$ cat src/rtl/ser_par_align.sv
// ser_par_align: serial-to-parallel converter with comma hunt, verify and lock tracking.
// Define SER_PAR_STATS_EN to add the lock_loss_cnt / word_cnt statistics ports.
module ser_par_align #(
   parameter int               WIDTH        = 8,
   parameter logic [WIDTH-1:0] COMMA        = 8'hBC,
   parameter int               LOCK_COUNT   = 4,
   parameter int               UNLOCK_COUNT = 2
) (
   input  logic             clk_32f,
   input  logic             reset,
   input  logic             data_in,
   output logic [WIDTH-1:0] data_out,
   output logic             valid_out,
   output logic             word_strobe,
`ifdef SER_PAR_STATS_EN
   output logic             active,
   output logic [7:0]       lock_loss_cnt,
   output logic [15:0]      word_cnt
`else
   output logic             active
`endif
);
   localparam int BW = $clog2(WIDTH);
   localparam int CW = $clog2(LOCK_COUNT + 1);
   localparam int MW = $clog2(UNLOCK_COUNT + 1);
   typedef enum logic [1:0] {HUNT, VERIFY, LOCKED} state_t;
   state_t state, state_d;
   logic [WIDTH-1:0] sr, sr_next, data_d;
   logic [BW-1:0] bit_cnt, bit_cnt_d;
   logic [CW-1:0] comma_cnt, comma_cnt_d;
   logic [MW-1:0] miss_cnt, miss_cnt_d;
   logic valid_d, strobe_d, active_d, is_comma, boundary;
   assign sr_next  = {sr[WIDTH-2:0], data_in};
   assign is_comma = sr_next == COMMA;
   assign boundary = bit_cnt == BW'(WIDTH - 1);
   always_comb begin
      state_d     = state;
      bit_cnt_d   = boundary ? '0 : bit_cnt + BW'(1);
      comma_cnt_d = comma_cnt;
      miss_cnt_d  = miss_cnt;
      data_d      = data_out;
      valid_d     = valid_out;
      strobe_d    = 1'b0;
      active_d    = active;
      case (state)
         HUNT: if (is_comma) begin
            bit_cnt_d   = '0;
            comma_cnt_d = CW'(1);
            state_d     = LOCK_COUNT == 1 ? LOCKED : VERIFY;
            active_d    = LOCK_COUNT == 1;
         end
         VERIFY: if (boundary) begin
            if (is_comma) begin
               comma_cnt_d = comma_cnt + CW'(1);
               if (comma_cnt_d == CW'(LOCK_COUNT)) begin
                  state_d  = LOCKED;
                  active_d = 1'b1;
               end
            end else begin
               comma_cnt_d = '0;
               state_d     = HUNT;
            end
         end
         LOCKED: if (boundary) begin
            data_d   = sr_next;
            strobe_d = 1'b1;
            valid_d  = !is_comma;
            if (is_comma) miss_cnt_d = '0;
         end else if (is_comma) begin
            // a comma off the word grid means the sender slipped
            miss_cnt_d = miss_cnt + MW'(1);
            if (miss_cnt_d == MW'(UNLOCK_COUNT)) begin
               state_d     = HUNT;
               active_d    = 1'b0;
               valid_d     = 1'b0;
               miss_cnt_d  = '0;
               comma_cnt_d = '0;
            end
         end
         default: state_d = HUNT;
      endcase
   end
   always_ff @(posedge clk_32f or negedge reset) begin
      if (!reset) begin
         state       <= HUNT;
         sr          <= '0;
         bit_cnt     <= '0;
         comma_cnt   <= '0;
         miss_cnt    <= '0;
         data_out    <= '0;
         valid_out   <= 1'b0;
         word_strobe <= 1'b0;
         active      <= 1'b0;
      end else begin
         state       <= state_d;
         sr          <= sr_next;
         bit_cnt     <= bit_cnt_d;
         comma_cnt   <= comma_cnt_d;
         miss_cnt    <= miss_cnt_d;
         data_out    <= data_d;
         valid_out   <= valid_d;
         word_strobe <= strobe_d;
         active      <= active_d;
      end
   end
`ifdef SER_PAR_STATS_EN
   always_ff @(posedge clk_32f or negedge reset) begin
      if (!reset) begin
         lock_loss_cnt <= '0;
         word_cnt      <= '0;
      end else begin
         if (state == LOCKED && state_d == HUNT && lock_loss_cnt != 8'hFF) lock_loss_cnt <= lock_loss_cnt + 8'd1;
         if (strobe_d && valid_d) word_cnt <= word_cnt + 16'd1;
      end
   end
`endif
endmodule
$ cat config.mk
export PLATFORM = sky130hd
export DESIGN_NAME = ser_par_align
export DESIGN_NICKNAME = d
export VERILOG_FILES = /design/src/rtl/ser_par_align.sv
export SDC_FILE = /design/constraint.sdc
export NUM_CORES = 1
export LEC_CHECK = 0
export BUFFER_PORTS_ARGS = -buffer_cell sky130_fd_sc_hd__buf_2
export CAP_MARGIN = 40
export CORE_MARGIN = 5
export CORE_UTILIZATION = 40
export CTS_BUF_LIST = sky130_fd_sc_hd__clkbuf_8
export CTS_CLUSTER_SIZE = 8
export DETAILED_ROUTE_END_ITERATION = 10
export SETUP_SLACK_MARGIN = 0.1
export SYNTH_ARGS = -nofsm -noshare
export SYNTH_HDL_FRONTEND = slang
export SYNTH_SLANG_ARGS = --single-unit
$ cat constraint.sdc
create_clock -name clk_32f -period 2.5 [get_ports clk_32f]
set_clock_uncertainty 0.2 [all_clocks]
set_input_delay 0.5 -clock clk_32f [delete_from_list [all_inputs] [get_ports clk_32f]]
set_output_delay 0.5 -clock clk_32f [all_outputs]
set_load 0.1 [all_outputs]
# Yosys cells after proc, flatten, opt, wreduce, memory -nomap -nowiden
# Index checks and enable logic that the tools add are counted.
[classes]
addsub = 3
eq_ne = 14
muxes = 33
n_reduce_logical = 11
[op_table]
columns = ["cell", "n"]
rows = [
  ["$mux 3", 9],
  ["$mux 2", 11],
  ["$ne 2x2->1 const B", 7],
  ["$reduce_and 6->1", 2],
  ["$mux 1", 10],
  ["$pmux 3 s3", 1],
  ["$eq 8x8->1 const B", 1],
  ["$reduce_and 8->1", 1],
  ["$add 3x1->3 const B", 2],
  ["$eq 3x3->1 const B", 2],
  ["$pmux 2 s3", 1],
  ["$eq 2x2->1 const B", 2],
  ["$reduce_and 2->1", 2],
  ["$reduce_bool 2->1", 2],
  ["$ne 3x3->1 const B", 1],
  ["$pmux 1 s3", 1],
  ["$reduce_and 3->1", 1],
  ["$reduce_bool 3->1", 1],
  ["$add 2x1->2 const B", 1],
  ["$eq 2x1->1 const B", 1],
  ["$logic_not 2->1", 1],
  ["$logic_not 1->1", 1],
]
[totals]
regBits = 28
in_bits = 3
output_inout_bits = 11
elab_cells = 70

# Logic depth before layout (Yosys ltp)
[logic_depth]
depth_word = 6
ltp_mapped = 7
mapped_depth_nobuf = 7

# Least setup slack after synthesis
# OpenSTA, ideal clock, no wires.
[synth_path]
path_kind = "register to register"
from = "register bit_cnt[0]"
to = "register active"
setup_ps = 122
arrival_ps = 1693
t_required_ps = 2178
path_slack_ps = 485
path_stages_with_launch = 8
n_path_buf = 0
synth_period_minus_slack_ps = 2015
path_cell_list = "dfrtp_1 -> ha_1 -> ha_1 -> nand2_4 -> inv_6 -> a2111oi_4 -> nand2_4 -> a22o_1"
[synth_via]
elab_chain_len = 3
word_cells_on_any_way = 4
classes_between = "3 x eq/ne; 1 x reduce/logical"
[synth_rtl]
columns = ["element", "line_no", "rtl"]
rows = [
  ["from (decl)", "29", "logic [BW-1:0] bit_cnt, bit_cnt_d;"],
  ["from (signal assigned)", "97", "bit_cnt <= bit_cnt_d;"],
  ["$eq 3x3->1 (*)", "35", "assign boundary = bit_cnt == BW'(WIDTH - 1);"],
  ["$ne 2x2->1 (no line)", "n/a", ""],
  ["$reduce_and 8->1 (no line) (*)", "n/a", ""],
  ["to (signal assigned)", "103", "active <= active_d;"],
  ["to (decl)", "20", "output logic active"],
]
# Mark *: on every way between the ends. The rest lies on a longest branch, timed or not.
# A chain may end at the register's enable or synchronous reset.

# Worst setup path in the final report
# Ends and elaborated chain as after synthesis.

==> results.cfg <==
[status]
status = completed

[logic_synthesis]
synth-edff-count = 0
synth_area_leaders = dfrtp_1, ha_1, mux2_2
synthMostInstantiatedCell = dfrtp_1
ys_warn_count = 0
seq_area_frac_synth_pct = 56.4
synth.cell_area_um2 = 1240
ys_seq_elements = 28
synth_common_cells = dfrtp_1, mux2_2, ha_1
synthArstFlopShare_pct = 100
synth.avg_cell_area_um2 = 14.1
netlist_instances = 88
yosysTopAreaCell = dfrtp_1
synthFlopType = dfrtp_1
yosysTopAreaCellShare_pct = 56.4
synth_nets = 100
ys_types = 30

[timing]
slew_violations = 0
setup_viol = 0
rsz0062_at_grt = no
post-route-period-util_pct = 86.9
fmax_ghz = 0.460
fin_setup_tns_ps = 0
tightestPinTransition_ps = 592
relSlewSlack_pct = 60.5
hold_violations = 0
period_minus_slack_ps = 2170
whs_ps = 24.9
worst_slack_ps = 327

[finish]
diodes = 0
stdcell_count = 149
num-nets-final = 118
drive_gt1_share_pct = 34.3
final_core_util_pct = 47.4
syn_to_final_growth_pct = 15.6

[cts]
cts_tree = done
path_clk_slew_ps = 90
root_buffer = clkbuf_8
cts_buffers = 3
cts_buffer_depth = 2
cts_setup_buffers = 0
cts_hold_repair.buffers = 0
insertion_delay_ps = 270
cts_sinks = 28
cts_resized = 0
htree_num_levels = 1

[detailed_routing]
ant_nets = 0
via_per_inst = 4.95
finalWirelength_um = 1930
first_pass_iters = 3
drc = 0
vias = 738
wl_per_cell_um = 13.0
initialDrtViolationCount = 25

[run]
cap_violations = 0

[global_route]
grt_pass1_wl_um = 3440
antenna_found_initial = 0
grt_overflow_total = 0
grt_max_degree = 29
grt_usage_pct = 10.2
grt_pass1_vias = 769

[power]
max-vdd-ir-drop_mv = 0.322
powerDensity_nw_per_um2 = 781
leakagePower_nw = 0.737

[die]
io_pins = 14
rows = 20
die_w_um = 65.7
die_y_um = 65.7
start_util_pct = 41.0
die_area_um2 = 4320
coreArea_um2 = 3030

[setup_path]
crit_fanout = 9
cpPeakStageDelay_ps = 400
cp-end-kind = flip-flop
cp-start-kind = flip-flop
path_cells = ha_1 > ha_1 > nand2_4 > inv_6 > a2111oi_4 > nand2_4 > a22o_1
path_delay_family = compound AO/OA/AOI/OAI gates
crit_buf_inv = 1
worstPathArrival_ps = 2140
cpMaxStageDelayCell = dfrtp_1
crit_required_ps = 2460
crit_type = reg -> reg

[placement]
place_inst = 145
place_ws_ps = 332
dp_hpwl_um = 1510
io_buffers = 13
gp_congestion = 0.864

[hold_path]
hold_class = in -> async
==> final timing paths <==
| path | cells past startpoint | slack (ps) | startpoint | end |
|---|---|---|---|---|
| setup / recovery | 7 | 330 | bit_cnt[0] | active |
| hold / removal | 1 | 20 | reset | miss_cnt[0] |
| setup reg to reg | 7 | 330 | bit_cnt[0] | active |
| hold reg to reg | 0 | 200 | sr[0] | sr[1] |
| max in group asynchronous | 1 | 1690 | reset | data_out[5] |
| min in group clk_32f | 1 | 160 | data_in | sr[0] |
==> routing by layer <==
metal | GRT usage [%] | vias to the layer above | share of wire, %
met5 | 0 | - | 0
met4 | 2.33 | 0 | 0.88
met3 | 3.25 | 2 | 3.2
met2 | 17.3 | 10 | 48
met1 | 12.6 | 371 | 48
li1 | - | 355 | -
==> area by class of cell <==
type	instances	area [µm²]
Inverter	5	23.8
Clock buffer	3	41.3
Timing Repair Buffer	14	72.6
Multi-Input combinational cell	54	513
Fill cell	269	1590
Clock inverter	1	30.0
Sequential cell	28	701
Tap cell	44	55.1
==> registers in the layout, indices dropped and copies added (netlist names) <==
signal / count
active: 1
state: 2
data_out: 8
valid_out: 1
word_strobe: 1
miss_cnt: 2
sr: 7
comma_cnt: 3
bit_cnt: 3
==> per-stage QoR <==
step	power (W)	cell area (µm²)
after floorplan	0.000717	1240
after global placement	0.000781	1370
after detailed placement	0.000788	1370
after CTS	0.00114	1440
after global routing	0.00119	1440
final	0.00112	1440
==> cell usage in the layout, fill, tap and decap left out, drive strengths merged <==
cell     instances
and4             1
nand2b           1
a21boi           1
a22o             1
dfrtp           28
and4b            1
nor2             2
nand3            2
o2bb2ai          2
inv              5
nor2b            4
buf             14
and4bb           1
a211oi           3
a31o             1
mux2            10
mux2i            1
ha               9
a2111oi          1
o21a             2
a21o             1
a31oi            4
and2             1
nand2            3
o211ai           1
o22a             1
clkbuf           3
bufinv           1
==> worst register-to-register path: stages (launching register included) <==
cell and delay [ps]:
dfrtp_1 400, ha_1 210, ha_1 280, nand2_4 180, inv_6 60, a2111oi_4 400, nand2_4 100, a22o_1 240
==> power by group <==
| group | switching [W] | internal [W] |
|---|---|---|
| registers | 0.0000270 | 0.000494 |
| clock network | 0.000132 | 0.000214 |
| logic | 0.000143 | 0.000112 |
==> kinds of logic after synthesis <==
group / count (synthesis) / synth area share (%)
AOI/OAI and AO/OA: 18 / 13.1
DFF: 28 / 56.4
and+or+nand+nor: 16 / 9.27
muxes: 11 / 9.87
buffers and inverters: 6 / 2.32
adders and majority gates: 9 / 9.06
Power figures use the tool's default switching activity.
